File: config.mk
export PLATFORM = sky130hd
export DESIGN_NAME = program_loader
export DESIGN_NICKNAME = d
export VERILOG_FILES = /design/src/rtl/program_loader.sv
export SDC_FILE = /design/constraint.sdc
export NUM_CORES = 1
export LEC_CHECK = 0
export ABC_CLOCK_PERIOD_IN_PS = 6880
export CAP_MARGIN = 40
export CORE_MARGIN = 1.5
export CORE_UTILIZATION = 59
export CTS_CLUSTER_SIZE = 14
export DETAILED_ROUTE_END_ITERATION = 16
export PLACE_DENSITY = 0.87
export SETUP_SLACK_MARGIN = 0.1
export SLEW_MARGIN = 30
export SYNTH_ARGS = -nofsm -noshare
export SYNTH_HDL_FRONTEND = slang
export SYNTH_SLANG_ARGS = --single-unit
File: constraint.sdc
create_clock -name clk -period 6.88 [get_ports clk]
set_input_delay 2.064 -clock clk [delete_from_list [all_inputs] [get_ports clk]]
set_output_delay 2.064 -clock clk [all_outputs]
set_load 0.02 [all_outputs]
File: src/rtl/program_loader.sv
// Boot-time program loader: packs a {LEN, HI, LO...} byte stream into
// 15-bit instructions and writes them to instruction memory.
// Optional trailing checksum byte: define PROGRAM_LOADER_CHECKSUM_EN.
module program_loader #(
    parameter int ADDR_W  = 8,
    parameter int INSTR_W = 15
) (
    input  logic               clk,
    input  logic               rst_n,
    input  logic               start,
    input  logic               in_valid,
    input  logic [7:0]         in_data,
    output logic               in_ready,
    output logic               im_we,
    output logic [ADDR_W-1:0]  im_addr,
    output logic [INSTR_W-1:0] im_wdata,
    output logic               cpu_hold,
    output logic               done,
    output logic               err
);

    typedef enum logic [2:0] {
        S_IDLE,
        S_LEN,
        S_HI,
        S_LO,
        S_WR,
`ifdef PROGRAM_LOADER_CHECKSUM_EN
        S_CHK,
`endif
        S_DONE,
        S_ERR
    } state_t;

    state_t               state_q, state_d;
    logic [ADDR_W-1:0]    addr_q, addr_d;
    logic [8:0]           count_q, count_d;
    logic [8:0]           n_q, n_d;
    logic [6:0]           op_q, op_d;
    logic [INSTR_W-1:0]   wdata_q, wdata_d;
    logic                 in_ready_q;
    logic                 im_we_q;
    logic                 cpu_hold_q;
    logic                 done_q;
    logic                 err_q;
    logic                 accept;
`ifdef PROGRAM_LOADER_CHECKSUM_EN
    logic [7:0]           sum_q, sum_d;
`endif

    assign accept   = in_valid & in_ready_q;
    assign in_ready = in_ready_q;
    assign im_we    = im_we_q;
    assign im_addr  = addr_q;
    assign im_wdata = wdata_q;
    assign cpu_hold = cpu_hold_q;
    assign done     = done_q;
    assign err      = err_q;

    // Next-state and datapath update for the load sequence
    always_comb begin
        state_d = state_q;
        addr_d  = addr_q;
        count_d = count_q;
        n_d     = n_q;
        op_d    = op_q;
        wdata_d = wdata_q;
`ifdef PROGRAM_LOADER_CHECKSUM_EN
        sum_d   = sum_q;
`endif
        unique case (state_q)
            S_IDLE, S_DONE, S_ERR: begin
                if (start) begin
                    state_d = S_LEN;
                    addr_d  = '0;
                    count_d = '0;
`ifdef PROGRAM_LOADER_CHECKSUM_EN
                    sum_d   = '0;
`endif
                end
            end
            S_LEN: begin
                if (accept) begin
                    n_d     = (in_data == 8'd0) ? 9'd256 : {1'b0, in_data};
                    state_d = S_HI;
`ifdef PROGRAM_LOADER_CHECKSUM_EN
                    sum_d   = sum_q + in_data;
`endif
                end
            end
            S_HI: begin
                if (accept) begin
                    if (in_data[7]) begin
                        state_d = S_ERR;
                    end else begin
                        op_d    = in_data[6:0];
                        state_d = S_LO;
`ifdef PROGRAM_LOADER_CHECKSUM_EN
                        sum_d   = sum_q + in_data;
`endif
                    end
                end
            end
            S_LO: begin
                if (accept) begin
                    wdata_d = INSTR_W'({op_q, in_data});
                    state_d = S_WR;
`ifdef PROGRAM_LOADER_CHECKSUM_EN
                    sum_d   = sum_q + in_data;
`endif
                end
            end
            S_WR: begin
                count_d = count_q + 9'd1;
                if (count_q + 9'd1 == n_q) begin
`ifdef PROGRAM_LOADER_CHECKSUM_EN
                    state_d = S_CHK;
`else
                    state_d = S_DONE;
`endif
                end else begin
                    addr_d  = addr_q + ADDR_W'(1);
                    state_d = S_HI;
                end
            end
`ifdef PROGRAM_LOADER_CHECKSUM_EN
            S_CHK: begin
                if (accept) begin
                    state_d = (in_data == sum_q) ? S_DONE : S_ERR;
                end
            end
`endif
            default: state_d = S_IDLE;
        endcase
    end

    // State register with outputs registered from the next state
    always_ff @(posedge clk or negedge rst_n) begin
        if (!rst_n) begin
            state_q    <= S_IDLE;
            addr_q     <= '0;
            count_q    <= '0;
            n_q        <= '0;
            op_q       <= '0;
            wdata_q    <= '0;
            in_ready_q <= 1'b0;
            im_we_q    <= 1'b0;
            cpu_hold_q <= 1'b1;
            done_q     <= 1'b0;
            err_q      <= 1'b0;
`ifdef PROGRAM_LOADER_CHECKSUM_EN
            sum_q      <= '0;
`endif
        end else begin
            state_q    <= state_d;
            addr_q     <= addr_d;
            count_q    <= count_d;
            n_q        <= n_d;
            op_q       <= op_d;
            wdata_q    <= wdata_d;
`ifdef PROGRAM_LOADER_CHECKSUM_EN
            sum_q      <= sum_d;
            in_ready_q <= (state_d == S_LEN) || (state_d == S_HI) ||
                          (state_d == S_LO)  || (state_d == S_CHK);
`else
            in_ready_q <= (state_d == S_LEN) || (state_d == S_HI) ||
                          (state_d == S_LO);
`endif
            im_we_q    <= (state_d == S_WR);
            cpu_hold_q <= (state_d != S_DONE);
            done_q     <= (state_d == S_DONE);
            err_q      <= (state_d == S_ERR);
        end
    end

endmodule

==> flow_metrics.env, run 1 <==
export IMPL_multi_input_area_um2=1360
export IMPL_cts_buffers=5
export IMPL_die_height_um=72.9
export IMPL_p_total_mw=1.31
export IMPL_n_fill_cell=347
export IMPL_clk_pin_slew_worst_paths_ns=0.10
export IMPL_synthesis_nets=283
export IMPL_rsz0062_at_grt="false"
export IMPL_place_gp_congestion=0.811
export IMPL_pre_cts_slack_ns=2.81
export IMPL_pin_count=40
export IMPL_yosys_warnings=0
export IMPL_fmax_ghz=0.268
export IMPL_gr_usage_met2=0.389
export IMPL_first_iter_violations=135
export IMPL_dp_final_hpwl_um=3890
export IMPL_start_kind="primary input"
export IMPL_synth_mux_area_frac=0.145
export IMPL_ctsResizeCount=0
export IMPL_cts_hold_fix_buffers=0
export IMPL_post_cts_buffers=0
export IMPL_portBuffers=39
export IMPL_postRouteAntennaNets=0
export IMPL_clock_root_buffer="clkbuf_8"
export IMPL_grt_pass1_wl_um=9460
export IMPL_synth_edf_count=0
export IMPL_reg2regPathDepth=7
export IMPL_avgSynthCellArea_um2=10.7
export IMPL_finalSetupViolCount=0
export IMPL_fin_crit_ns=3.73
export IMPL_synth_cells=269
export IMPL_synth_top_area_frac=0.477
export IMPL_worst_hold_slack_ns=0.488
export IMPL_ys_types=51
export IMPL_synth_common_cells="55 x dfrtp_1, 28 x mux2_2, 22 x nand2_1"
export IMPL_placedCellCount=359
export IMPL_route_vias_total=2126
export IMPL_routed_wl_um=5590
export IMPL_synth_top_family_by_area="simple AND/OR/NAND/NOR gates"
export IMPL_worstHoldPathType="reg -> reg"
export IMPL_synth_compound_area_share=0.126
export IMPL_area_growth_pct=16.3
export IMPL_yosys_area_top_type="dfrtp_1"
export IMPL_routed_via_density=5.79
export IMPL_powerDensity_nw_per_um2=389
export IMPL_critical_path_required_ns=7.08
export IMPL_fin_cells=367
export IMPL_critPathKind="in -> reg"
export IMPL_timing_rr_end="im_addr[1]"
export IMPL_use_met1=0.303
export IMPL_finClkSkew_ns=0.0117
export IMPL_ys_seq_area_frac=0.486
export IMPL_diodes=0
export IMPL_hold_violations=0
export IMPL_setup_slack_ns=3.15
export IMPL_slew_limit_headroom=0.437
export IMPL_timing_rr_start="count_q[0]"
export IMPL_synth_xor_area_frac=0.0299
export IMPL_rows=25
export IMPL_antenna_found_initial=0
export IMPL_core_area_um2=4720
export IMPL_critical_path_arrival_ns=3.93
export IMPL_synthSimpleGateAreaFrac=0.162
export IMPL_die_x_um=72.9
export IMPL_synth_seq_cells=56
export IMPL_grt_ovfl_total=0
export IMPL_holdPathEnd="im_addr[7]"
export IMPL_fin_nets=313
export IMPL_wl_per_cell_um=15.2
export IMPL_r2r_slack_ns=4.28
export IMPL_die_area_um2=5320
export IMPL_ff_latch_area_um2=1400
export IMPL_ys_flop_type="dfrtp_1"
export IMPL_hold_start="im_addr[7]"
export IMPL_critical_path_peak_fanout=7
export IMPL_p_leak_nw=1.44
export IMPL_grt_start_max_net_pins=57
export IMPL_clock_sinks=56
export IMPL_initial_core_util=0.611
export IMPL_syn_area_um2=2890
export IMPL_async_flop_share=1.00
export IMPL_max_cap_viol_count=0
export IMPL_grt_pass1_vias=2014
export IMPL_clkLatencyLatePin_ns=0.32
export IMPL_worst_pin_slew_ns=0.844
export IMPL_yosysMostFrequentCell="dfrtp_1"
export IMPL_tns_ns=0
export IMPL_clockBufferDepth=2
export IMPL_ir_drop_uv=218
export IMPL_hold_path_depth=1
export IMPL_status="completed"
export IMPL_crit_path_end_kind="flop"
export IMPL_synth_top_cells_by_area="dfrtp_1 48%, mux2_2 11%, o21ai_0 3.6%, nand2_1 2.9%, mux2i_1 2.8%"
export IMPL_grt_total_usage=0.231
export IMPL_gr_max_usage_layer="met2"
export IMPL_use_met3=0.0470
export IMPL_dr_pass1_iters=4
export IMPL_drc=0
export IMPL_cts_tree="done"
export IMPL_layout_drive_gt1_share=0.160
export IMPL_drv_slew=0
export IMPL_finalCritPeriodShare=0.542
export IMPL_htree_levels=2
export IMPL_synth_fa_ha_area_frac=0.00867
worst max-delay path by stage:
stage	start	to	slack (ns)	cells past startpoint
4_1_cts	in_valid	op_q[1]	3.16	5
5_1_grt	in_valid	op_q[1]	3.08	5
6_report	in_valid	op_q[1]	3.15	5
3_5_place_dp	in_valid	op_q[1]	2.81	5
2_1_floorplan	in_valid	op_q[1]	3.39	5
3_3_place_gp	in_valid	op_q[4]	2.85	5
logic make-up after synthesis:
kind of cell,Yosys count
AOI/OAI and AO/OA,58
muxes,38
adders and majority gates,2
and+or+nand+nor,85
DFF,56
buffers and inverters,21
xor gates and xnor gates,9
power by group:
group          internal, mW  switching [mW]  leakage [nW]
Combinational         0.281           0.269         0.684
Clock                0.0745           0.115        0.0452
Sequential            0.447           0.120         0.711
Total                 0.803           0.504          1.44
placed cells by master, fill, tap and decap left out, types with 3 or more instances in the layout:
| cell | n |
|---|---|
| nor3b_1 | 4 |
| nor2b_1 | 5 |
| buf_4 | 3 |
| nor2_1 | 13 |
| and2_1 | 4 |
| and4_1 | 4 |
| xnor2_1 | 4 |
| nor4_1 | 4 |
| mux2i_1 | 8 |
| dfrtp_1 | 55 |
| o21ai_0 | 21 |
| o41ai_1 | 3 |
| mux2_2 | 28 |
| and3_1 | 5 |
| nor3_1 | 4 |
| clkdlybuf4s50_1 | 38 |
| nand3_1 | 6 |
| a21oi_1 | 12 |
| xor2_1 | 4 |
| nand2_1 | 22 |
| nand2b_1 | 5 |
| clkbuf_8 | 5 |
sequential cells by signal (all words and copies together), names as in the netlist:
register  cells
im_wdata     15
cpu_hold      1
count_q       9
state_q       3
in_ready      1
err           1
im_we         1
done          1
op_q          7
im_addr       8
n_q           9
critical path, cell delays in order:
cell and delay (ns):
clkdlybuf4s50_1 0.48, nand2_1 0.07, or2_2 0.30, or4b_1 0.65
mux2_1 0.37
layer usage:
metal / vias up / wire (um)
li1: 1026 / -
met1: 1053 / 2580
met2: 40 / 2750
met3: 7 / 197
met4: 0 / 59
met5: - / 0
metrics by stage:
stage               cell area (um^2)  utilization
detailed placement              3260        0.691
finish                          3360        0.710
CTS                             3360        0.710
floorplan                       2890            -
global placement                3260        0.691
global route                    3360        0.710
cell type report:
cell class                 instances  share of cell area
clock inverter                     3             0.00746
inverter                           2             0.00224
clock buffer                       5              0.0205
timing repair buffer              42               0.122
sequential                        56               0.418
tap                               67              0.0250
multi-input combinational        192               0.405
No activity file was read; power rests on OpenSTA's default activity.
==> inputs of run 2 (changes only) <==
- ABC_CLOCK_PERIOD_IN_PS: 6880 -> 3410
- CORE_UTILIZATION: 59 -> 49
- PLACE_DENSITY: 0.87 -> 0.78
- clock period: 6.88 -> 3.41 ns (I/O delays scaled with it)
==> run 2 against run 1 <==
Highest routed layer unchanged. Power is 100% higher. Critical path type unchanged. First-iteration DRC count is 45% lower. Flip-flop and latch count stayed put. Final cell count is 1.9% higher. Utilization is 11 points lower.
==> flow_metrics.env, run 2 (synthesized netlist as in run 1, its figures left out) <==
export IMPL_status="completed"
export IMPL_crit_chain="clkdlybuf4s50_1, nand2_1, or2_2, or4b_1, mux2_1"
export IMPL_route_vias_total=2131
export IMPL_cts_tree="done"
export IMPL_first_iter_violations=74
export IMPL_fin_nets=315
export IMPL_path_buf_inv=1
export IMPL_grt_total_usage=0.191
export IMPL_hold_start="im_addr[7]"
export IMPL_pin_count=40
export IMPL_clock_root_buffer="clkbuf_8"
export IMPL_powerDensity_nw_per_um2=780
export IMPL_finClkSkew_ns=0.00800
export IMPL_slew_limit_headroom=0.428
export IMPL_use_met3=0.0354
export IMPL_drv_slew=0
export IMPL_finalSetupViolCount=0
export IMPL_cp_slowest_cell="or4b_1"
export IMPL_critical_path_required_ns=3.62
export IMPL_ir_drop_uv=427
export IMPL_postRouteAntennaNets=0
export IMPL_timing_rr_start="count_q[0]"
export IMPL_worst_hold_slack_ns=0.495
export IMPL_grt_pass1_wl_um=9600
export IMPL_worstHoldPathType="reg -> reg"
export IMPL_grt_ovfl_total=0
export IMPL_timing_rr_end="im_addr[1]"
export IMPL_fin_crit_ns=2.67
export IMPL_gr_usage_met2=0.327
export IMPL_routed_wl_um=5520
export IMPL_clk_pin_slew_worst_paths_ns=0.11
export IMPL_use_met1=0.245
export IMPL_die_height_um=79.7
export IMPL_fmax_ghz=0.375
export IMPL_core_area_um2=5610
export IMPL_cts_buffers=5
export IMPL_gr_max_usage_layer="met2"
export IMPL_drc=0
export IMPL_critPathKind="in -> reg"
export IMPL_r2r_slack_ns=0.82
export IMPL_finalCritPeriodShare=0.782
export IMPL_p_leak_nw=1.45
export IMPL_area_growth_pct=17.1
export IMPL_portBuffers=39
export IMPL_dr_pass1_iters=4
export IMPL_reg2regPathDepth=7
export IMPL_crit_family="simple AND/OR/NAND/NOR gates"
export IMPL_dp_final_hpwl_um=3830
export IMPL_clkLatencyLatePin_ns=0.32
export IMPL_die_area_um2=6360
export IMPL_diodes=0
export IMPL_p_total_mw=2.63
export IMPL_antenna_found_initial=0
export IMPL_initial_core_util=0.515
export IMPL_worst_pin_slew_ns=0.859
export IMPL_grt_pass1_vias=2124
export IMPL_clock_sinks=56
export IMPL_start_kind="primary input"
export IMPL_holdPathEnd="im_addr[7]"
export IMPL_max_cap_viol_count=0
export IMPL_grt_start_max_net_pins=57
export IMPL_ctsResizeCount=0
export IMPL_critical_path_peak_fanout=7
export IMPL_place_gp_congestion=0.829
export IMPL_hold_violations=0
export IMPL_tns_ns=0
export IMPL_mostFrequentLayoutCell="dfrtp_1"
export IMPL_wl_per_cell_um=14.8
export IMPL_post_cts_buffers=0
export IMPL_final_cell_mix="55 x dfrtp_1, 38 x clkdlybuf4s50_1, 28 x mux2_2"
export IMPL_htree_levels=2
export IMPL_hold_path_depth=1
export IMPL_die_x_um=79.7
export IMPL_crit_path_max_incr_delay_ns=0.64
export IMPL_largest_reg_flops=15
export IMPL_cts_hold_fix_buffers=0
export IMPL_rsz0062_at_grt="false"
export IMPL_rows=27
export IMPL_critical_path_arrival_ns=2.88
export IMPL_routed_via_density=5.70
export IMPL_crit_path_end_kind="flop"
export IMPL_clockBufferDepth=2
export IMPL_layout_drive_gt1_share=0.166
==> run 2: cell types whose count changed in the layout (fill, tap and decap cells not counted) <==
cell        delta
buf_4          +2
inv_6          -2
clkinvlp_4     +1
inv_8          +1
==> run 2: per-stage QoR <==
stage / setup WS (ns) / utilization / std cells / instance area [um^2]
6_report: 0.743 / 0.602 / 374 / 3380
5_1_grt: 0.538 / 0.602 / 374 / 3380
4_1_cts: 0.752 / 0.602 / 374 / 3380
3_5_place_dp: 0.399 / 0.585 / 366 / 3280
3_3_place_gp: 0.414 / 0.585 / 366 / 3280
2_1_floorplan: 0.956 / - / 269 / 2890
==> run 2: cell type report <==
cell class                 instances  area, um^2
clock buffer                       5        68.8
timing repair buffer              44         423
multi-input combinational        192        1360
sequential                        56        1400
tap                               72        90.1
fill                             510        2230
clock inverter                     3        26.3
inverter                           2        7.51
==> run 2: where the power goes <==
part / leakage [nW] / switching, mW / total, mW / internal (mW)
sequential: 0.711 / 0.243 / 1.15 / 0.903
clock: 0.0423 / 0.226 / 0.375 / 0.150
combinational: 0.694 / 0.536 / 1.11 / 0.576
total: 1.45 / 1.01 / 2.63 / 1.63
==> run 2: worst max-delay path by stage <==
stage                           from      end  slack [ns]  cells after the start
after floorplan             in_valid  op_q[1]        0.96                      5
after global placement      in_valid  op_q[4]        0.41                      5
after detailed placement    in_valid  op_q[4]        0.40                      5
after CTS                   in_valid  op_q[4]        0.75                      5
after global routing      count_q[0]      err        0.54                      7
final                       in_valid  op_q[4]        0.74                      5
==> run 2: routing by layer <==
metal  wire length, um  vias to the layer above
met2              2660                       37
met5                 0                        -
met1              2580                     1051
met4                70                        0
met3               207                        7
li1                  -                     1036
